==> src/rtl/jt49_exp_pkg.sv <==
// rtl/jt49_exp_pkg.sv - shared level table, widening helper and FSM state type for jt49_exp_mux
package jt49_exp_pkg;

  typedef enum logic [1:0] {
    ST_IDLE = 2'd0,
    ST_CONV = 2'd1,
    ST_DONE = 2'd2
  } state_t;

  localparam logic [7:0] EXP_TBL [32] = '{
    8'd0,   8'd1,   8'd2,   8'd2,   8'd2,   8'd3,   8'd3,   8'd4,
    8'd5,   8'd6,   8'd7,   8'd8,   8'd9,   8'd11,  8'd13,  8'd16,
    8'd19,  8'd23,  8'd27,  8'd32,  8'd38,  8'd45,  8'd54,  8'd64,
    8'd76,  8'd90,  8'd107, 8'd128, 8'd152, 8'd180, 8'd214, 8'd255
  };

  function automatic logic [7:0] exp_table(input logic [4:0] lvl);
    return EXP_TBL[lvl];
  endfunction

  // Replicating the top bits into the new LSBs makes T=255 map to all ones at any width.
  function automatic logic [15:0] exp_widen(input logic [7:0] t, input int dw);
    logic [15:0] w;
    w = {8'h00, t};
    return (w << (dw - 8)) | (w >> (16 - dw));
  endfunction

endpackage

==> src/rtl/jt49_exp_mux_if.sv <==
// rtl/jt49_exp_mux_if.sv - frame request and sum result bundle for jt49_exp_mux
interface jt49_exp_mux_if #(
  parameter int CH = 3,
  parameter int DW = 10,
  parameter int SW = DW + $clog2(CH + 1)
);
  logic            start;
  logic [CH*5-1:0] din;
  logic [CH-1:0]   mute;
  logic            busy;
  logic [SW-1:0]   dout;
  logic            dout_valid;

  modport master (output start, din, mute, input busy, dout, dout_valid);
  modport slave  (input start, din, mute, output busy, dout, dout_valid);
endinterface

==> src/rtl/jt49_exp_lin.sv <==
// rtl/jt49_exp_lin.sv - combinational 5-bit log level to DW-bit linear value
module jt49_exp_lin
  import jt49_exp_pkg::*;
#(
  parameter int DW = 10
) (
  input  logic [4:0]    lvl,
  output logic [DW-1:0] lin
);

  assign lin = DW'(exp_widen(exp_table(lvl), DW));

endmodule

==> src/rtl/jt49_exp_mux.sv <==
// rtl/jt49_exp_mux.sv - time-multiplexed log-to-linear channel summer; JT49_EXP_RAMP_EN adds level ramping
module jt49_exp_mux
  import jt49_exp_pkg::*;
#(
  parameter int CH = 3,
  parameter int DW = 10,
  parameter int SW = DW + $clog2(CH + 1)
) (
  input  logic           clk,
  input  logic           rst_n,
  input  logic           cen,
  jt49_exp_mux_if.slave  bus
);

  localparam int IW = (CH > 1) ? $clog2(CH) : 1;

  state_t          state, state_nx;
  logic [IW-1:0]   idx;
  logic [SW-1:0]   acc;
  logic [4:0]      din_q [CH];
  logic [CH-1:0]   mute_q;
  logic [SW-1:0]   dout_q;
  logic            valid_q;
  logic            last;
  logic [4:0]      lvl;
  logic [DW-1:0]   lin;
  logic [SW-1:0]   addend;

  assign last = (idx == IW'(CH - 1));

  always_comb begin
    state_nx = state;
    case (state)
      ST_IDLE: if (cen && bus.start) state_nx = ST_CONV;
      ST_CONV: if (cen && last)      state_nx = ST_DONE;
      ST_DONE: if (cen)              state_nx = ST_IDLE;
      default:                       state_nx = ST_IDLE;
    endcase
  end

`ifdef JT49_EXP_RAMP_EN
  logic [4:0] ramp_q [CH];
  logic [4:0] tgt;
  logic [4:0] cur;

  // Mute only retargets toward zero so the channel fades instead of clicking off.
  always_comb begin
    cur = ramp_q[idx];
    tgt = mute_q[idx] ? 5'd0 : din_q[idx];
    lvl = cur;
    if (cur < tgt)
      lvl = cur + 5'd1;
    else if (cur > tgt)
      lvl = cur - 5'd1;
    addend = SW'(lin);
  end

  always_ff @(posedge clk or negedge rst_n) begin
    if (!rst_n) begin
      for (int k = 0; k < CH; k++) ramp_q[k] <= 5'd0;
    end else if (cen && state == ST_CONV) begin
      ramp_q[idx] <= lvl;
    end
  end
`else
  always_comb begin
    lvl    = din_q[idx];
    addend = mute_q[idx] ? '0 : SW'(lin);
  end
`endif

  jt49_exp_lin #(.DW(DW)) u_lin (
    .lvl (lvl),
    .lin (lin)
  );

  always_ff @(posedge clk or negedge rst_n) begin
    if (!rst_n) begin
      state   <= ST_IDLE;
      idx     <= '0;
      acc     <= '0;
      mute_q  <= '0;
      dout_q  <= '0;
      valid_q <= 1'b0;
      for (int k = 0; k < CH; k++) din_q[k] <= 5'd0;
    end else begin
      valid_q <= 1'b0;
      if (cen) begin
        state <= state_nx;
        case (state)
          ST_IDLE: begin
            if (bus.start) begin
              for (int k = 0; k < CH; k++) din_q[k] <= bus.din[5*k +: 5];
              mute_q <= bus.mute;
              acc    <= '0;
              idx    <= '0;
            end
          end
          ST_CONV: begin
            acc <= acc + addend;
            idx <= last ? '0 : idx + IW'(1);
          end
          ST_DONE: begin
            dout_q  <= acc;
            valid_q <= 1'b1;
          end
          default: ;
        endcase
      end
    end
  end

  assign bus.busy       = (state != ST_IDLE);
  assign bus.dout       = dout_q;
  assign bus.dout_valid = valid_q;

endmodule

==> src/flat_wrapper.sv <==
// flat-port wrapper written by rule: the top's interface ports become plain ports
module jt49_exp_mux_flat import jt49_exp_pkg::*;
#(
  parameter int CH = 3,
  parameter int DW = 10,
  parameter int SW = DW + $clog2(CH + 1)
)
  (clk, rst_n, cen, bus_start, bus_din, bus_mute, bus_busy, bus_dout, bus_dout_valid);
  jt49_exp_mux_if #(.CH(CH), .DW(DW), .SW(SW)) bus_i ();
  input  logic clk;
  input  logic rst_n;
  input  logic cen;
  input wire logic [$bits(bus_i.start)-1:0] bus_start;
  input wire logic [$bits(bus_i.din)-1:0] bus_din;
  input wire logic [$bits(bus_i.mute)-1:0] bus_mute;
  output wire logic [$bits(bus_i.busy)-1:0] bus_busy;
  output wire logic [$bits(bus_i.dout)-1:0] bus_dout;
  output wire logic [$bits(bus_i.dout_valid)-1:0] bus_dout_valid;
  assign bus_i.start = bus_start;
  assign bus_i.din = bus_din;
  assign bus_i.mute = bus_mute;
  assign bus_busy = bus_i.busy;
  assign bus_dout = bus_i.dout;
  assign bus_dout_valid = bus_i.dout_valid;
  jt49_exp_mux #(.CH(CH), .DW(DW), .SW(SW)) u_core (.clk(clk), .rst_n(rst_n), .cen(cen), .bus(bus_i));
endmodule
==> config.mk <==
export PLATFORM = sky130hd
export DESIGN_NAME = jt49_exp_mux_flat
export DESIGN_NICKNAME = d
export VERILOG_FILES = /design/src/rtl/jt49_exp_pkg.sv /design/src/rtl/jt49_exp_mux_if.sv /design/src/rtl/jt49_exp_lin.sv /design/src/rtl/jt49_exp_mux.sv /design/src/flat_wrapper.sv
export SDC_FILE = /design/constraint.sdc
export NUM_CORES = 1
export LEC_CHECK = 0
export BUFFER_PORTS_ARGS = -buffer_cell sky130_fd_sc_hd__buf_4
export CELL_PAD_IN_SITES_DETAIL_PLACEMENT = 1
export CELL_PAD_IN_SITES_GLOBAL_PLACEMENT = 1
export CORE_ASPECT_RATIO = 1.4
export CORE_MARGIN = 3
export CORE_UTILIZATION = 40
export DETAILED_ROUTE_END_ITERATION = 6
export GPL_TIMING_DRIVEN = 0
export HOLD_SLACK_MARGIN = 0.08
export MAX_ROUTING_LAYER = met4
export PLACE_DENSITY_LB_ADDON = 0.1
export SLEW_MARGIN = 15
export SYNTH_ARGS = -nofsm -noshare
export SYNTH_HDL_FRONTEND = slang
export SYNTH_SLANG_ARGS = --single-unit
==> constraint.sdc <==
create_clock -name clk -period 3.7 [get_ports clk]
set_clock_uncertainty 0.15 [all_clocks]
set_input_delay 0.74 -clock clk [delete_from_list [all_inputs] [get_ports clk]]
set_output_delay 0.74 -clock clk [all_outputs]
set_load 0.05 [all_outputs]
==> Word-level counts from Yosys, hierarchy flattened <==
Memory sizes are Yosys's and may differ from the RTL's.
Index checks and enable logic that the tools add are counted.
{ "word_totals": {"wordCells": 51, "latch_bits": 0, "out_inout_bits": 14, "n_memories": 1, "register_bits": 47, "romBits": 256, "ram_bits": 0} }
{ "op_classes": {"reduce_logical": 9, "add_sub_neg": 2, "div": 0, "muxes": 18, "n_eq_ne": 6, "order_cmp": 3, "shift": 0, "n_mul": 0, "bitwise": 3} }
{ "memory_table": {"columns": ["name", "words", "word_bits", "rd", "rd_ports_with_merged_regs", "write_ports", "line_no", "rtl"], "rows": [
  ["(no name shown)", 32, 8, 1, 0, 0, "jt49_exp_pkg.sv:18", "return EXP_TBL[lvl];"]
]} }
{ "op_table": {"columns": ["cell", "count"], "rows": [
  ["$pmux W12 S2", 1],
  ["$mux W8", 2],
  ["$add A12 B12 Y12", 1],
  ["$mux W12", 1],
  ["$bmux W5 S2", 1],
  ["$mux W10", 1],
  ["$mux W5", 2],
  ["$or A10 B2 Y10", 1],
  ["$reduce_and A3 Y1", 3],
  ["$mux W2", 4],
  ["$pmux W2 S2", 2],
  ["$ge A6 B6 Y1 const B", 1],
  ["$not A5 Y6", 1],
  ["$eq A2 B2 Y1 const B", 2],
  ["$ne A2 B1 Y1 const B", 2],
  ["$reduce_bool A2 Y1", 2],
  ["$ge A3 B3 Y1 const B", 1],
  ["$lt A2 B3 Y1 const B", 1],
  ["$mux W1", 3],
  ["$not A2 Y3", 1],
  ["$add A2 B1 Y2 const B", 1],
  ["$bmux W1 S2", 1],
  ["$eq A2 B1 Y1 const B", 1],
  ["$logic_and A1 B1 Y1", 2],
  ["3 further kinds", 3]
]} }

==> Logic depth before layout (Yosys ltp) <==
Gate-level depths: netlist (run 1).
{ "depth": {"ltp_word": 12, "depth_mapped": 17, "depth_no_buf": 15} }

==> Hierarchy <==
Synthesis (run 1) repeated with hierarchy kept, for this count alone.
{ "unflattened": {"cells_unflattened": 335, "hier_area_um2": 2945.3} }
{ "modules_own_cells": {"columns": ["mod", "cells_each", "area_per_inst_um2", "instances"], "rows": [
  ["jt49_exp_mux", 270, 2483.6, 1],
  ["jt49_exp_lin", 65, 461.7, 1]
]} }

==> Worst setup path before layout (run 1) <==
OpenSTA, ideal clock, no wires.
{ "synth_timing": {"path_type": "register to register", "startpoint": "reg u_core.idx[0]", "endpoint": "reg u_core.acc[8]", "t_arrival_ps": 3125, "setup_slack_ps": 294, "period_less_slack_ps": 3406, "n_path_buf": 1, "path_stages_with_launch": 17, "cell_sequence": "dfrtp_1 > nor2b_2 > buf_6 > a2bb2oi_2 > inv_2 > ha_1 > nor2_1 > a211oi_1 > a311o_1 > a21oi_1 > ha_1 > a21o_1 > a21oi_1 > o21ai_1 > a31oi_1 > xor2_1 > o21ai_0"} }
{ "synth_between": {"elab_chain_cells": 12, "elab_cells_between_ends": 14} }
{ "synth_rtl": {"columns": ["item", "line_no", "rtl"], "rows": [
  ["start: declaration", "jt49_exp_mux.sv:18", "logic [IW-1:0] idx;"],
  ["start signal: assignment", "jt49_exp_mux.sv:101", "idx <= last ? '0 : idx + IW'(1);"],
  ["$not A2 Y3 (not written as such)", "jt49_exp_mux.sv:67", "lvl = din_q[idx];"],
  ["$bmux W5 S2", "jt49_exp_mux.sv:67", null],
  ["$mux W5 (not written as such) (2 in a row)", "jt49_exp_mux.sv:67", null],
  ["$not A5 Y6 (not written as such)", "jt49_exp_pkg.sv:18", null],
  ["$mem_v2 Z32 W8", null, null],
  ["$mux W8 (not written as such) (2 in a row)", "jt49_exp_pkg.sv:18", null],
  ["$or A10 B2 Y10", "jt49_exp_pkg.sv:25", "return (w << (dw - 8)) | (w >> (16 - dw));"],
  ["$mux W10 *", "jt49_exp_mux.sv:68", "addend = mute_q[idx] ? '0 : SW'(lin);"],
  ["$add A12 B12 Y12 *", "jt49_exp_mux.sv:100", "acc <= acc + addend;"],
  ["$pmux W12 S2 *", "jt49_exp_mux.sv:90", "case (state)"],
  ["end signal: assignment", "jt49_exp_mux.sv:100", null],
  ["end: declaration", "jt49_exp_mux.sv:19", "logic [SW-1:0] acc;"]
]} }
Mark *: on every way between the ends. The rest lies on a longest branch, timed or not. The select of a mux whose other input is x is not followed.
A chain may end at the register's enable or synchronous reset.

==> Worst setup path in the final report (run 1) <==
{ "layout_timing": {"startpoint": "reg u_core.idx[1]", "endpoint": "reg u_core.acc[8]"} }
Same word-level chain as after synthesis.

==> impl_results.html, run 1 <==
<table>
<tr><th>Metric</th><th>Value</th></tr>
<tr><th colspan="2">Outcome</th></tr>
<tr><td>Status</td><td>finished, final reports clean</td></tr>
<tr><th colspan="2">Placement</th></tr>
<tr><td>Number of placed instances, taps included</td><td>about 400</td></tr>
<tr><td>Placer Congestion</td><td>between 0.8 and 0.9</td></tr>
<tr><td>Port Buffer Count</td><td>35</td></tr>
<tr><td>Worst slack, placed</td><td>-204 ps</td></tr>
<tr><td>Post-DP HPWL</td><td>slightly above 5000 microns</td></tr>
<tr><td>Cell Area, Placed</td><td>3190 sq um</td></tr>
<tr><th colspan="2">Worst setup path</th></tr>
<tr><td>Critical Path RT</td><td>~3700 ps</td></tr>
<tr><td>Maximum fanout count along the critical path</td><td>10</td></tr>
<tr><td>Type of destination of the critical path</td><td>flop</td></tr>
<tr><td>CP Data Arrival Time</td><td>3580 ps</td></tr>
<tr><td>Startpoint kind of the worst setup timing path</td><td>flop</td></tr>
<tr><td>Worst Reg2Reg Path Length in Cells</td><td>16</td></tr>
<tr><td>Class of the most critical setup path</td><td>reg2reg</td></tr>
<tr><th colspan="2">Synth</th></tr>
<tr><td>Async set-or-reset flop fraction in the synthesized netlist</td><td>between 90% and 100%</td></tr>
<tr><td>Distinct cells, synth</td><td>56</td></tr>
<tr><td>Post-Syn Instances</td><td>between 200 and 300</td></tr>
<tr><td>Predominant post-synthesis flop cell</td><td>sky130_fd_sc_hd__dfrtp_1</td></tr>
<tr><td>Share of Yosys cell area claimed by the top area cell type</td><td>41.8%</td></tr>
<tr><td>Library cell occupying the most area in the post-synthesis netlist</td><td>sky130_fd_sc_hd__dfrtp_1</td></tr>
<tr><td>Cell area after synthesis</td><td>about 2800 sq um</td></tr>
<tr><td>EDFF count, synth</td><td>0</td></tr>
<tr><td>Syn_nets</td><td>316</td></tr>
<tr><td>Sequential cell area fraction in the yosys report</td><td>about two fifths</td></tr>
<tr><td>Cell types with the largest area share after synthesis</td><td>sky130_fd_sc_hd__dfrtp_1 (42%), sky130_fd_sc_hd__nand2_1 (7.3%), sky130_fd_sc_hd__mux2_2 (7.2%), sky130_fd_sc_hd__ha_1 (7.1%), sky130_fd_sc_hd__o21ai_0 (2.5%)</td></tr>
<tr><td>Number of register bits inferred by synthesis</td><td>between 40 and 50</td></tr>
<tr><td>Yosys Warn Count</td><td>0</td></tr>
<tr><td>Syn_area_per_cell</td><td>approximately 10 sq um</td></tr>
<tr><th colspan="2">CTS</th></tr>
<tr><td>Maximum clock insertion buffer count</td><td>2</td></tr>
<tr><td>Latest clock arrival within the worst-skew pair</td><td>roughly 310 ps</td></tr>
<tr><td>Number of levels the H-tree was split into</td><td>2</td></tr>
<tr><td>Root buf cell</td><td>sky130_fd_sc_hd__clkbuf_8</td></tr>
<tr><td>Hold-fix buffer count after cts</td><td>0</td></tr>
<tr><td>Clock tree from TritonCTS</td><td>done</td></tr>
<tr><td>CTS Sinks</td><td>47</td></tr>
<tr><td>Clock slew at the register clock pins of the worst setup and hold paths</td><td>roughly 100 ps</td></tr>
<tr><td>Inserted Clock Buffers</td><td>5</td></tr>
<tr><th colspan="2">Die</th></tr>
<tr><td>Total die area</td><td>~8000 sq um</td></tr>
<tr><td>Total core area</td><td>about 6700 sq um</td></tr>
<tr><td>Initial Util</td><td>roughly two fifths</td></tr>
<tr><td>Vert. Die Dim</td><td>about 110 microns</td></tr>
<tr><td>Rows</td><td>35</td></tr>
<tr><td>I/O Pins</td><td>36</td></tr>
<tr><td>Width of the die</td><td>roughly 77 microns</td></tr>
<tr><th colspan="2">Drt</th></tr>
<tr><td>Post-detailed-routing wire length</td><td>a little under 7000 microns</td></tr>
<tr><td>DRC viols</td><td>0</td></tr>
<tr><td>Post-DRT Antenna Nets</td><td>0</td></tr>
<tr><td>First-pass iteration count of the detailed router</td><td>4</td></tr>
<tr><td>Average detailed-routed wire length per instance</td><td>between 15 and 20 microns</td></tr>
<tr><td>Top routing layer in use</td><td>met4</td></tr>
<tr><td>M1 WL</td><td>roughly 2700 microns</td></tr>
<tr><td>Avg Vias per Cell</td><td>around 5.3</td></tr>
<tr><td>DR iter-0 viols</td><td>slightly below 60</td></tr>
<tr><td>Total vias in the final route</td><td>between 2,000 and 2,500</td></tr>
<tr><td>Routed length on met3</td><td>around 150 microns</td></tr>
<tr><td>DR WL met2</td><td>3790 microns</td></tr>
<tr><th colspan="2">GRT</th></tr>
<tr><td>Antenna violations before repair</td><td>0</td></tr>
<tr><td>Combined global-route utilization of all metal layers</td><td>18.0%</td></tr>
<tr><td>Wire length of the first global-routing pass</td><td>11,300 microns</td></tr>
<tr><td>Largest net degree at the start of global routing</td><td>48</td></tr>
<tr><td>Sum of overflow across all layers after global routing</td><td>0</td></tr>
<tr><td>Vias in the first global route</td><td>2,293</td></tr>
<tr><th colspan="2">Finish</th></tr>
<tr><td>Post-Layout Cell Count</td><td>approximately 420</td></tr>
<tr><td>Number of antenna diodes</td><td>0</td></tr>
<tr><td>Most common cell after layout, fill and taps aside</td><td>sky130_fd_sc_hd__nand2_1</td></tr>
<tr><td># nets final</td><td>365</td></tr>
<tr><td>Layout Area Growth over Synthesis</td><td>21.5%</td></tr>
<tr><td>Fillcell total</td><td>roughly 750</td></tr>
<tr><td>Highest-count cells in the layout ignoring fill and taps</td><td>sky130_fd_sc_hd__nand2_1 (55), sky130_fd_sc_hd__dfrtp_1 (46), sky130_fd_sc_hd__buf_4 (43), sky130_fd_sc_hd__mux2_2 (18), sky130_fd_sc_hd__ha_1 (14)</td></tr>
<tr><td>Share of layout cells above drive strength 1</td><td>slightly above 30%</td></tr>
<tr><td>Post-route cell area</td><td>about 3400 sq um</td></tr>
<tr><th colspan="2">STA</th></tr>
<tr><td>Number of pins with negative max-slew slack in the final report</td><td>0</td></tr>
<tr><td>Portion of the clock cycle consumed by the worst path in the final layout</td><td>95.9%</td></tr>
<tr><td>Slew at the pin closest to its max-slew limit</td><td>about 600 ps</td></tr>
<tr><td>Time the worst path needs with I/O delays and setup</td><td>around 3500 ps</td></tr>
<tr><td>Final hold vios</td><td>0</td></tr>
<tr><td>Highest clock frequency the design can meet</td><td>roughly 280 MHz</td></tr>
<tr><td>Least setup slack across all paths after layout</td><td>about 150 ps</td></tr>
<tr><td>Setup-violating endpoint count in the final report</td><td>0</td></tr>
<tr><td>Max-slew headroom</td><td>between 60 and 70%</td></tr>
<tr><th colspan="2">Power and ir drop</th></tr>
<tr><td>Ratio of total power to cell area</td><td>around 1100 nW/um^2</td></tr>
<tr><td>Peak VDD IR</td><td>~0.46 mV</td></tr>
<tr><td>P_leak</td><td>~1.6 nW</td></tr>
<tr><th colspan="2">Flow run</th></tr>
<tr><td>MaxCap Viol Count</td><td>0</td></tr>
<tr><th colspan="2">Min path</th></tr>
<tr><td>Type of the most critical hold path</td><td>in2async</td></tr>
</table>
[report_power, final]
group          internal, mW  total (mW)  switching, mW
sequential            0.725       0.899          0.174
clock                 0.136       0.327          0.191
combinational          1.05        2.47           1.42
[critical path, cell delays in order, from the launching register on]
cell and delay (ps):
sky130_fd_sc_hd__dfrtp_1 380, sky130_fd_sc_hd__buf_12 160, sky130_fd_sc_hd__mux2i_4 270, sky130_fd_sc_hd__a2bb2oi_4 180, sky130_fd_sc_hd__inv_1 130, sky130_fd_sc_hd__ha_4 200, sky130_fd_sc_hd__nor2_2 120, sky130_fd_sc_hd__a211oi_1 70
sky130_fd_sc_hd__a311o_1 350, sky130_fd_sc_hd__a21oi_1 140, sky130_fd_sc_hd__ha_1 280, sky130_fd_sc_hd__a21o_1 200, sky130_fd_sc_hd__a21oi_2 210, sky130_fd_sc_hd__o21ai_2 100, sky130_fd_sc_hd__a31oi_1 230, sky130_fd_sc_hd__xor2_1 160
sky130_fd_sc_hd__o21ai_0 80
[through the flow]
step | utilization, % | power (mW) | setup TNS (ps) | hold slack (ps)
after global routing | 51.0 | 4.01 | -67.6 | 312
after CTS | 49.5 | 3.55 | 0 | 298
after detailed placement | 47.6 | 3.14 | -696 | 314
after global placement | 47.6 | 3.07 | -726 | 310
after floorplan | - | 2.61 | 0 | 294
final | 51.0 | 3.69 | 0 | 280
[synth_stat cells (3+ instances only)]
master and count:
sky130_fd_sc_hd__xnor2_1 4, sky130_fd_sc_hd__a31oi_1 3, sky130_fd_sc_hd__a21oi_1 12, sky130_fd_sc_hd__a21o_1 5, sky130_fd_sc_hd__o21ai_0 14, sky130_fd_sc_hd__a22o_1 3, sky130_fd_sc_hd__mux2_2 18, sky130_fd_sc_hd__dfrtp_1 47
sky130_fd_sc_hd__o21a_1 3, sky130_fd_sc_hd__nand2_1 55, sky130_fd_sc_hd__nand2b_1 3, sky130_fd_sc_hd__o21ai_1 4, sky130_fd_sc_hd__a2bb2oi_2 3, sky130_fd_sc_hd__nor2_1 12, sky130_fd_sc_hd__inv_1 7, sky130_fd_sc_hd__nor3_1 4
sky130_fd_sc_hd__ha_1 16, sky130_fd_sc_hd__buf_2 4, sky130_fd_sc_hd__mux2i_1 4, sky130_fd_sc_hd__nand3_1 4, sky130_fd_sc_hd__xor2_1 5
[kinds of logic (layout without fill, tap and decap cells)]
kind of cell	Yosys count	count (layout)	share of synthesized area [%]
AND/OR/NAND/NOR	89	89	13.6
AO/OA/AOI/OAI	73	73	20.5
flip-flops	47	47	41.8
multiplexers	24	24	10.2
buffers and inverters	18	68	3.25
adder cells (fa/ha/maj)	17	17	7.83
XOR/XNOR	9	9	2.80
[state kept, by name, summed over array words and instances (netlist names)]
signal / count
u_core.din_q: 15
u_core.acc: 12
u_core.bus.dout: 12
u_core.mute_q: 3
u_core.idx: 2
u_core.state: 2
u_core.bus.dout_valid: 1
[final cells by class]
type	count	area [sq um]	area share, %
plain buffers	10	70.1	2.05
clock buffers	6	72.6	2.12
clock inverters	2	16.3	0.476
inverters	8	30.0	0.878
multi-input cells	212	1620	47.4
flip-flops and latches	47	1180	34.4
well taps	92	115	3.37
repair buffers	42	315	9.22
[metal layers]
metal,vias to the layer above,track usage (%)
met2,29,33.0
met3,9,2.56
li1,1081,-
met4,0,6.09
met5,-,-
met1,1090,19.6
[path summary, 6_finish.rpt]
kind	startpoint	end	slack, ps
worst max-delay path	u_core.idx[1]	u_core.acc[8]	150
worst min-delay path	rst_n	u_core.bus.dout[11]	280
worst max register to register	u_core.idx[1]	u_core.acc[8]	150
worst min register to register	u_core.bus.dout[1]	u_core.bus.dout[1]	330
max in group asynchronous	rst_n	u_core.idx[0]	2690
min in group clk	u_core.bus.dout[1]	u_core.bus.dout[1]	330
[repair_timing]
| action | in CTS | in global routing |
|---|---|---|
| buffers inserted | 2 | 5 |
| cloned | 0 | 0 |
| gates resized for setup | 5 | 13 |
| pin swaps | 2 | 4 |
| setup endpoints to repair | 5 | 7 |
(Power assumes the default switching activity.)
==> run 2: changes to the inputs <==
--- a/config.mk
+++ b/config.mk
@@ -14,7 +14,6 @@
 export DETAILED_ROUTE_END_ITERATION = 6
 export GPL_TIMING_DRIVEN = 0
 export HOLD_SLACK_MARGIN = 0.08
-export MAX_ROUTING_LAYER = met4
 export PLACE_DENSITY_LB_ADDON = 0.1
 export SLEW_MARGIN = 15
 export SYNTH_ARGS = -nofsm -noshare
==> impl_results.html, run 2 (synthesis gave the netlist of run 1 again) <==
<table>
<tr><th>Metric</th><th>Value</th></tr>
<tr><th colspan="2">Die</th></tr>
<tr><td>Width of the die</td><td>76.9 microns (unchanged)</td></tr>
<tr><td>Initial Util</td><td>42.0% (unchanged)</td></tr>
<tr><td>I/O Pins</td><td>36 (unchanged)</td></tr>
<tr><td>Total core area</td><td>6700 sq um (unchanged)</td></tr>
<tr><td>Vert. Die Dim</td><td>105 microns (unchanged)</td></tr>
<tr><td>Rows</td><td>35 (unchanged)</td></tr>
<tr><td>Total die area</td><td>8090 sq um (unchanged)</td></tr>
<tr><th colspan="2">CTS</th></tr>
<tr><td>Root buf cell</td><td>sky130_fd_sc_hd__clkbuf_8 (unchanged)</td></tr>
<tr><td>Latest clock arrival within the worst-skew pair</td><td>310 ps (about the same)</td></tr>
<tr><td>Number of levels the H-tree was split into</td><td>2 (unchanged)</td></tr>
<tr><td>Clock slew at the register clock pins of the worst setup and hold paths</td><td>100 ps (about the same)</td></tr>
<tr><td>Inserted Clock Buffers</td><td>5 (unchanged)</td></tr>
<tr><td>CTS Sinks</td><td>47 (unchanged)</td></tr>
<tr><td>Clock tree from TritonCTS</td><td>done (unchanged)</td></tr>
<tr><td>Maximum clock insertion buffer count</td><td>2 (unchanged)</td></tr>
<tr><td>Hold-fix buffer count after cts</td><td>0 (unchanged)</td></tr>
<tr><th colspan="2">Min path</th></tr>
<tr><td>Type of the most critical hold path</td><td>in2async (unchanged)</td></tr>
<tr><th colspan="2">Worst setup path</th></tr>
<tr><td>Maximum fanout count along the critical path</td><td>10 (unchanged)</td></tr>
<tr><td>Startpoint kind of the worst setup timing path</td><td>flop (unchanged)</td></tr>
<tr><td>Worst Reg2Reg Path Length in Cells</td><td>16 (unchanged)</td></tr>
<tr><td>Slowest CP cell</td><td>sky130_fd_sc_hd__dfrtp_1 (unchanged)</td></tr>
<tr><td>Buf/Inv on CP</td><td>2 (unchanged)</td></tr>
<tr><td>Beginning of the worst register-to-register path</td><td>u_core.idx[1] (unchanged)</td></tr>
<tr><td>Critical Path RT</td><td>3730 ps (about the same)</td></tr>
<tr><td>CP Data Arrival Time</td><td>3600 ps (was 3580 ps)</td></tr>
<tr><td>Type of destination of the critical path</td><td>flop (unchanged)</td></tr>
<tr><td>CP delay by family, top</td><td>compound AO/OA/AOI/OAI gates (unchanged)</td></tr>
<tr><td>Class of the most critical setup path</td><td>reg2reg (unchanged)</td></tr>
<tr><td>FF-to-FF End</td><td>u_core.acc[8] (unchanged)</td></tr>
<tr><td>Worst R2R Setup Slack</td><td>130 ps (was 150 ps)</td></tr>
<tr><td>Cell Chain, Critical Path</td><td>buf_12 -&gt; mux2i_4 -&gt; a2bb2oi_4 -&gt; inv_1 -&gt; ha_4 -&gt; nor2_2 -&gt; a211oi_1 -&gt; a311o_1 -&gt; a21oi_1 -&gt; ha_1 -&gt; a21o_1 -&gt; a21oi_2 -&gt; o21ai_2 -&gt; a31oi_1 -&gt; xor2_1 -&gt; o21ai_0 (unchanged)</td></tr>
<tr><td>Max stage delay on crit path</td><td>380 ps (about the same)</td></tr>
<tr><th colspan="2">Placement</th></tr>
<tr><td>Placer Congestion</td><td>0.822 (was 0.834)</td></tr>
<tr><td>Cell Area, Placed</td><td>3190 sq um (unchanged)</td></tr>
<tr><td>Port Buffer Count</td><td>35 (unchanged)</td></tr>
<tr><td>Post-DP HPWL</td><td>5060 microns (unchanged)</td></tr>
<tr><td>Worst slack, placed</td><td>-204 ps (unchanged)</td></tr>
<tr><th colspan="2">STA</th></tr>
<tr><td>Number of pins with negative max-slew slack in the final report</td><td>0 (unchanged)</td></tr>
<tr><td>Max-slew headroom</td><td>60.1% (was 60.3%)</td></tr>
<tr><td>Final hold vios</td><td>0 (unchanged)</td></tr>
<tr><td>Highest clock frequency the design can meet</td><td>280 MHz (was 282 MHz)</td></tr>
<tr><td>Slew at the pin closest to its max-slew limit</td><td>598 ps (was 596 ps)</td></tr>
<tr><td>Least setup slack across all paths after layout</td><td>125 ps (was 152 ps)</td></tr>
<tr><td>Portion of the clock cycle consumed by the worst path in the final layout</td><td>96.6% (was 95.9%)</td></tr>
<tr><td>Setup-violating endpoint count in the final report</td><td>0 (unchanged)</td></tr>
<tr><td>Time the worst path needs with I/O delays and setup</td><td>3570 ps (was 3550 ps)</td></tr>
<tr><th colspan="2">Finish</th></tr>
<tr><td>FF/Latch Area</td><td>1180 sq um (unchanged)</td></tr>
<tr><td>Post-route cell area</td><td>3420 sq um (unchanged)</td></tr>
<tr><td>Highest-count cells in the layout ignoring fill and taps</td><td>sky130_fd_sc_hd__nand2_1 (55), sky130_fd_sc_hd__dfrtp_1 (46), sky130_fd_sc_hd__buf_4 (43), sky130_fd_sc_hd__mux2_2 (18), sky130_fd_sc_hd__ha_1 (14) (unchanged)</td></tr>
<tr><td># nets final</td><td>365 (unchanged)</td></tr>
<tr><td>Layout Area Growth over Synthesis</td><td>21.5% (unchanged)</td></tr>
<tr><td>Most common cell after layout, fill and taps aside</td><td>sky130_fd_sc_hd__nand2_1 (unchanged)</td></tr>
<tr><td>Share of layout cells above drive strength 1</td><td>30.6% (unchanged)</td></tr>
<tr><td>Register containing the most flip-flops in the final layout</td><td>u_core.din_q (unchanged)</td></tr>
<tr><td>Area used by multi-input combinational logic</td><td>1620 sq um (unchanged)</td></tr>
<tr><td>Number of antenna diodes</td><td>0 (unchanged)</td></tr>
<tr><td>Fillcell total</td><td>754 (unchanged)</td></tr>
<tr><td>Layout Utilization</td><td>51.0% (unchanged)</td></tr>
<tr><td>Number of flip-flops in the largest register</td><td>15 (unchanged)</td></tr>
<tr><th colspan="2">Drt</th></tr>
<tr><td>Total vias in the final route</td><td>2,202 (was 2,209)</td></tr>
<tr><td>DR WL met2</td><td>3800 microns (was 3790 microns)</td></tr>
<tr><td>M1 WL</td><td>2670 microns (was 2700 microns)</td></tr>
<tr><td>Post-detailed-routing wire length</td><td>6750 microns (unchanged)</td></tr>
<tr><td>Post-DRT Antenna Nets</td><td>0 (unchanged)</td></tr>
<tr><td>Avg Vias per Cell</td><td>5.26 (was 5.27)</td></tr>
<tr><td>First-pass iteration count of the detailed router</td><td>4 (unchanged)</td></tr>
<tr><td>DRC viols</td><td>0 (unchanged)</td></tr>
<tr><td>Routed length on met3</td><td>157 microns (was 147 microns)</td></tr>
<tr><td>Average detailed-routed wire length per instance</td><td>16.1 microns (unchanged)</td></tr>
<tr><td>Top routing layer in use</td><td>met4 (unchanged)</td></tr>
<tr><td>DR iter-0 viols</td><td>49 (was 59)</td></tr>
<tr><th colspan="2">Power and ir drop</th></tr>
<tr><td>Part of the power in combinational logic</td><td>66.8% (about the same)</td></tr>
<tr><td>Proportion of power drawn by the clock network</td><td>8.8% (was 8.9%)</td></tr>
<tr><td>Final Power</td><td>3.69 mW (about the same)</td></tr>
<tr><td>P_leak</td><td>1.61 nW (unchanged)</td></tr>
<tr><td>Peak VDD IR</td><td>0.456 mV (about the same)</td></tr>
<tr><td>Switching Share</td><td>48.3% (about the same)</td></tr>
<tr><td>Internal power consumption</td><td>1.91 mW (about the same)</td></tr>
<tr><td>Sequential share of power</td><td>24.3% (about the same)</td></tr>
<tr><td>Sw Pwr</td><td>1.78 mW (about the same)</td></tr>
<tr><td>Ratio of total power to cell area</td><td>1080 nW/um^2 (about the same)</td></tr>
<tr><th colspan="2">GRT</th></tr>
<tr><td>Sum of overflow across all layers after global routing</td><td>0 (unchanged)</td></tr>
<tr><td>Combined global-route utilization of all metal layers</td><td>17.5% (was 18.0%)</td></tr>
<tr><td>Largest net degree at the start of global routing</td><td>48 (unchanged)</td></tr>
<tr><td>Vias in the first global route</td><td>2,301 (was 2,293)</td></tr>
<tr><td>Antenna violations before repair</td><td>0 (unchanged)</td></tr>
<tr><td>Wire length of the first global-routing pass</td><td>11,300 microns (unchanged)</td></tr>
<tr><th colspan="2">Outcome</th></tr>
<tr><td>Status</td><td>finished, final reports clean (unchanged)</td></tr>
<tr><th colspan="2">Flow run</th></tr>
<tr><td>MaxCap Viol Count</td><td>0 (unchanged)</td></tr>
</table>
run 2: area by class of cell:
cell class,instances,area share [%]
Sequential cell,47,34.4
Tap cell,92,3.37
Buffer,10,2.05
Inverter,8,0.878
Clock inverter,2,0.476
Multi-Input combinational cell,212,47.4
Clock buffer,6,2.12
Timing Repair Buffer,42,9.22
run 2: layer usage:
metal	global-route usage, %	vias up
met5	0	-
met4	6.09	0
met3	2.65	9
met2	33.1	29
met1	19.5	1084
li1	-	1080
run 2: per-stage QoR:
step / TNS, ps / hold slack [ps] / std cells
CTS: 0 / 298 / 414
global placement: -726 / 310 / 404
global route: -67.6 / 308 / 419
floorplan: 0 / 294 / 277
detailed placement: -696 / 314 / 404
finish: 0 / 276 / 419
run 2: how the worst max path moves through the flow:
stage / start / endpoint / slack (ps) / cells after the start
after floorplan: u_core.idx[0] / u_core.acc[8] / 290 / 16
after global placement: u_core.idx[1] / u_core.acc[10] / -200 / 16
after detailed placement: u_core.idx[1] / u_core.acc[10] / -200 / 16
after CTS: u_core.idx[1] / u_core.acc[9] / 50 / 15
after global routing: u_core.idx[1] / u_core.acc[8] / -70 / 16
final: u_core.idx[1] / u_core.acc[8] / 130 / 16
run 2: power groups by stage:
stage | registers [mW] | clock network [mW] | logic (mW)
2_1_floorplan | 1.03 | 0 | 1.58
3_5_place_dp | 0.908 | 0 | 2.24
5_1_grt | 0.933 | 0.358 | 2.72
3_3_place_gp | 0.891 | 0 | 2.18
6_report | 0.899 | 0.326 | 2.47
4_1_cts | 0.899 | 0.340 | 2.32
run 2: timing repair:
action                     in CTS  in global routing
buffers inserted                2                  5
pin swaps                       2                  4
hold endpoints to repair        0                  0
resized for setup               5                 13
setup endpoints to repair       5                  7
==> run 3: changes to the inputs <==
--- a/config.mk
+++ b/config.mk
@@ -15,6 +15,7 @@
 export GPL_TIMING_DRIVEN = 0
 export HOLD_SLACK_MARGIN = 0.08
 export PLACE_DENSITY_LB_ADDON = 0.1
+export RECOVER_POWER = 50
 export SLEW_MARGIN = 15
 export SYNTH_ARGS = -nofsm -noshare
 export SYNTH_HDL_FRONTEND = slang
==> impl_results.html, run 3 (synthesis gave the netlist of run 1 again) <==
<table>
<tr><th>Metric</th><th>Value</th></tr>
<tr><th colspan="2">GRT</th></tr>
<tr><td>Met2 Track Usage GR</td><td>33.1% (unchanged)</td></tr>
<tr><td>Sum of overflow across all layers after global routing</td><td>0 (unchanged)</td></tr>
<tr><td>Largest net degree at the start of global routing</td><td>48 (unchanged)</td></tr>
<tr><td>Vias in the first global route</td><td>2,301 (unchanged)</td></tr>
<tr><td>Met3 Resource Use GR</td><td>2.65% (unchanged)</td></tr>
<tr><td>Antenna violations before repair</td><td>0 (unchanged)</td></tr>
<tr><td>Global routing's busiest layer</td><td>met2 (unchanged)</td></tr>
<tr><td>GRT met1 Usage</td><td>19.5% (unchanged)</td></tr>
<tr><td>Combined global-route utilization of all metal layers</td><td>17.5% (unchanged)</td></tr>
<tr><td>Wire length of the first global-routing pass</td><td>11,300 microns (unchanged)</td></tr>
<tr><th colspan="2">Drt</th></tr>
<tr><td>DR iter-0 viols</td><td>42 (was 49)</td></tr>
<tr><td>First-pass iteration count of the detailed router</td><td>4 (unchanged)</td></tr>
<tr><td>Avg Vias per Cell</td><td>5.25 (was 5.26)</td></tr>
<tr><td>Total vias in the final route</td><td>2,201 (was 2,202)</td></tr>
<tr><td>Average detailed-routed wire length per instance</td><td>16.1 microns (about the same)</td></tr>
<tr><td>Post-detailed-routing wire length</td><td>6760 microns (was 6750 microns)</td></tr>
<tr><td>DRC viols</td><td>0 (unchanged)</td></tr>
<tr><td>Post-DRT Antenna Nets</td><td>0 (unchanged)</td></tr>
<tr><th colspan="2">STA</th></tr>
<tr><td>Number of pins with negative max-slew slack in the final report</td><td>48 (was 0)</td></tr>
<tr><td>Slew at the pin closest to its max-slew limit</td><td>2510 ps (was 598 ps)</td></tr>
<tr><td>Portion of the clock cycle consumed by the worst path in the final layout</td><td>96.6% (about the same)</td></tr>
<tr><td>Setup-violating endpoint count in the final report</td><td>0 (unchanged)</td></tr>
<tr><td>Max-slew headroom</td><td>-67.5% (was 60.1%)</td></tr>
<tr><td>Highest clock frequency the design can meet</td><td>280 MHz (about the same)</td></tr>
<tr><td>Final hold vios</td><td>0 (unchanged)</td></tr>
<tr><td>Time the worst path needs with I/O delays and setup</td><td>3570 ps (about the same)</td></tr>
<tr><td>Least setup slack across all paths after layout</td><td>125 ps (about the same)</td></tr>
<tr><th colspan="2">Die</th></tr>
<tr><td>Initial Util</td><td>42.0% (unchanged)</td></tr>
<tr><td>Rows</td><td>35 (unchanged)</td></tr>
<tr><td>I/O Pins</td><td>36 (unchanged)</td></tr>
<tr><td>Width of the die</td><td>76.9 microns (unchanged)</td></tr>
<tr><td>Total die area</td><td>8090 sq um (unchanged)</td></tr>
<tr><td>Vert. Die Dim</td><td>105 microns (unchanged)</td></tr>
<tr><td>Total core area</td><td>6700 sq um (unchanged)</td></tr>
<tr><th colspan="2">Worst setup path</th></tr>
<tr><td>Worst R2R Setup Slack</td><td>130 ps (about the same)</td></tr>
<tr><td>Slowest CP cell</td><td>sky130_fd_sc_hd__dfrtp_1 (unchanged)</td></tr>
<tr><td>Class of the most critical setup path</td><td>reg2reg (unchanged)</td></tr>
<tr><td>Maximum fanout count along the critical path</td><td>10 (unchanged)</td></tr>
<tr><td>CP Data Arrival Time</td><td>3600 ps (about the same)</td></tr>
<tr><td>Critical Path RT</td><td>3730 ps (about the same)</td></tr>
<tr><td>Buf/Inv on CP</td><td>2 (unchanged)</td></tr>
<tr><td>Max stage delay on crit path</td><td>380 ps (about the same)</td></tr>
<tr><td>Type of destination of the critical path</td><td>flop (unchanged)</td></tr>
<tr><td>CP delay by family, top</td><td>compound AO/OA/AOI/OAI gates (unchanged)</td></tr>
<tr><td>Cell Chain, Critical Path</td><td>buf_12 -&gt; mux2i_4 -&gt; a2bb2oi_4 -&gt; inv_1 -&gt; ha_4 -&gt; nor2_2 -&gt; a211oi_1 -&gt; a311o_1 -&gt; a21oi_1 -&gt; ha_1 -&gt; a21o_1 -&gt; a21oi_2 -&gt; o21ai_2 -&gt; a31oi_1 -&gt; xor2_1 -&gt; o21ai_0 (unchanged)</td></tr>
<tr><td>Startpoint kind of the worst setup timing path</td><td>flop (unchanged)</td></tr>
<tr><th colspan="2">Outcome</th></tr>
<tr><td>Violated checks</td><td>max-capacitance violations, max-slew violations</td></tr>
<tr><td>Status</td><td>finished with violations (was finished, final reports clean)</td></tr>
<tr><th colspan="2">Power and ir drop</th></tr>
<tr><td>Peak VDD IR</td><td>0.456 mV (about the same)</td></tr>
<tr><td>P_leak</td><td>1.60 nW (was 1.61 nW)</td></tr>
<tr><td>Ratio of total power to cell area</td><td>1080 nW/um^2 (about the same)</td></tr>
<tr><th colspan="2">Finish</th></tr>
<tr><td>Fillcell total</td><td>755 (was 754)</td></tr>
<tr><td>Register containing the most flip-flops in the final layout</td><td>u_core.din_q (unchanged)</td></tr>
<tr><td>Most common cell after layout, fill and taps aside</td><td>sky130_fd_sc_hd__nand2_1 (unchanged)</td></tr>
<tr><td># nets final</td><td>365 (unchanged)</td></tr>
<tr><td>Number of antenna diodes</td><td>0 (unchanged)</td></tr>
<tr><td>Layout Area Growth over Synthesis</td><td>21.1% (was 21.5%)</td></tr>
<tr><td>Layout Utilization</td><td>50.8% (was 51.0%)</td></tr>
<tr><td>Number of flip-flops in the largest register</td><td>15 (unchanged)</td></tr>
<tr><td>Highest-count cells in the layout ignoring fill and taps</td><td>sky130_fd_sc_hd__nand2_1 (55), sky130_fd_sc_hd__dfrtp_1 (46), sky130_fd_sc_hd__buf_4 (40), sky130_fd_sc_hd__mux2_2 (18), sky130_fd_sc_hd__ha_1 (14) (was sky130_fd_sc_hd__nand2_1 (55), sky130_fd_sc_hd__dfrtp_1 (46), sky130_fd_sc_hd__buf_4 (43), sky130_fd_sc_hd__mux2_2 (18), sky130_fd_sc_hd__ha_1 (14))</td></tr>
<tr><td>Share of layout cells above drive strength 1</td><td>29.7% (was 30.6%)</td></tr>
<tr><th colspan="2">CTS</th></tr>
<tr><td>Maximum clock insertion buffer count</td><td>2 (unchanged)</td></tr>
<tr><td>Inserted Clock Buffers</td><td>5 (unchanged)</td></tr>
<tr><td>CTS Sinks</td><td>47 (unchanged)</td></tr>
<tr><td>Clock tree from TritonCTS</td><td>done (unchanged)</td></tr>
<tr><td>Clock slew at the register clock pins of the worst setup and hold paths</td><td>90 ps (was 100 ps)</td></tr>
<tr><td>Root buf cell</td><td>sky130_fd_sc_hd__clkbuf_8 (unchanged)</td></tr>
<tr><td>Latest clock arrival within the worst-skew pair</td><td>310 ps (about the same)</td></tr>
<tr><td>Number of levels the H-tree was split into</td><td>2 (unchanged)</td></tr>
<tr><td>Hold-fix buffer count after cts</td><td>0 (unchanged)</td></tr>
<tr><th colspan="2">Placement</th></tr>
<tr><td>Worst slack, placed</td><td>-204 ps (unchanged)</td></tr>
<tr><td>Port Buffer Count</td><td>35 (unchanged)</td></tr>
<tr><td>Placer Congestion</td><td>0.822 (unchanged)</td></tr>
<tr><td>Post-DP HPWL</td><td>5060 microns (unchanged)</td></tr>
<tr><th colspan="2">Flow run</th></tr>
<tr><td>MaxCap Viol Count</td><td>1 (was 0)</td></tr>
<tr><th colspan="2">Min path</th></tr>
<tr><td>Type of the most critical hold path</td><td>reg2reg (was in2async)</td></tr>
</table>
run 3: cell count changes in the layout (fill, tap and decap cells not counted):
cell and delta:
sky130_fd_sc_hd__buf_4 -3, sky130_fd_sc_hd__clkbuf_1 +4, sky130_fd_sc_hd__buf_1 -1
run 3: power by group:
part | internal [mW] | total (mW) | switching (mW)
registers | 0.725 | 0.899 | 0.174
clock network | 0.136 | 0.326 | 0.190
logic | 1.05 | 2.47 | 1.42
run 3: layout make-up:
type	instances	area (sq um)	share of cell area, %
plain buffers	10	70.1	2.06
clock buffers	6	72.6	2.13
repair buffers	42	304	8.92
multi-input cells	212	1620	47.6
clock inverters	2	16.3	0.477
well taps	92	115	3.38
inverters	8	30.0	0.881
flip-flops and latches	47	1180	34.6
run 3: routing by layer:
metal	wire, microns	up-vias
met5	0	-
met4	111	0
met3	156	9
met2	3800	29
met1	2690	1084
li1	-	1079
run 3: worst register-to-register path, stage by stage, from the launching register on:
cell                        delay [ps]
sky130_fd_sc_hd__dfrtp_1           380
sky130_fd_sc_hd__buf_12            160
sky130_fd_sc_hd__mux2i_4           270
sky130_fd_sc_hd__a2bb2oi_4         180
sky130_fd_sc_hd__inv_1             130
sky130_fd_sc_hd__ha_4              200
sky130_fd_sc_hd__nor2_2            120
sky130_fd_sc_hd__a211oi_1           60
sky130_fd_sc_hd__a311o_1           350
sky130_fd_sc_hd__a21oi_1           150
sky130_fd_sc_hd__ha_1              280
sky130_fd_sc_hd__a21o_1            200
sky130_fd_sc_hd__a21oi_2           210
sky130_fd_sc_hd__o21ai_2           100
sky130_fd_sc_hd__a31oi_1           250
sky130_fd_sc_hd__xor2_1            160
sky130_fd_sc_hd__o21ai_0            80
run 3: path summary, 6_finish.rpt:
path | startpoint | to | depth (start not counted)
worst max-delay path | u_core.idx[1] | u_core.acc[8] | 16
worst min-delay path | u_core.bus.dout[4] | u_core.bus.dout[4] | 2
worst max register to register | u_core.idx[1] | u_core.acc[8] | 16
worst min register to register | u_core.bus.dout[4] | u_core.bus.dout[4] | 2
max in group asynchronous | rst_n | u_core.idx[0] | 1
min in group asynchronous | rst_n | u_core.bus.dout[11] | 1
run 3: what timing repair did:
item                       in CTS  in global routing
setup buffers                   2                  5
setup endpoints to repair       5                  7
pin swaps                       2                  4
gates resized for setup         5                 13
run 3: metrics by stage:
stage                     instances  total power [mW]  cell area (sq um)  setup TNS (ps)  hold WS [ps]
after floorplan                 277              2.61               2810               0           294
after global placement          404              3.07               3190            -726           310
after detailed placement        404              3.14               3190            -696           314
after CTS                       414              3.55               3320               0           298
after global routing            419              4.01               3410           -67.6           370
final                           419              3.69               3410               0           331
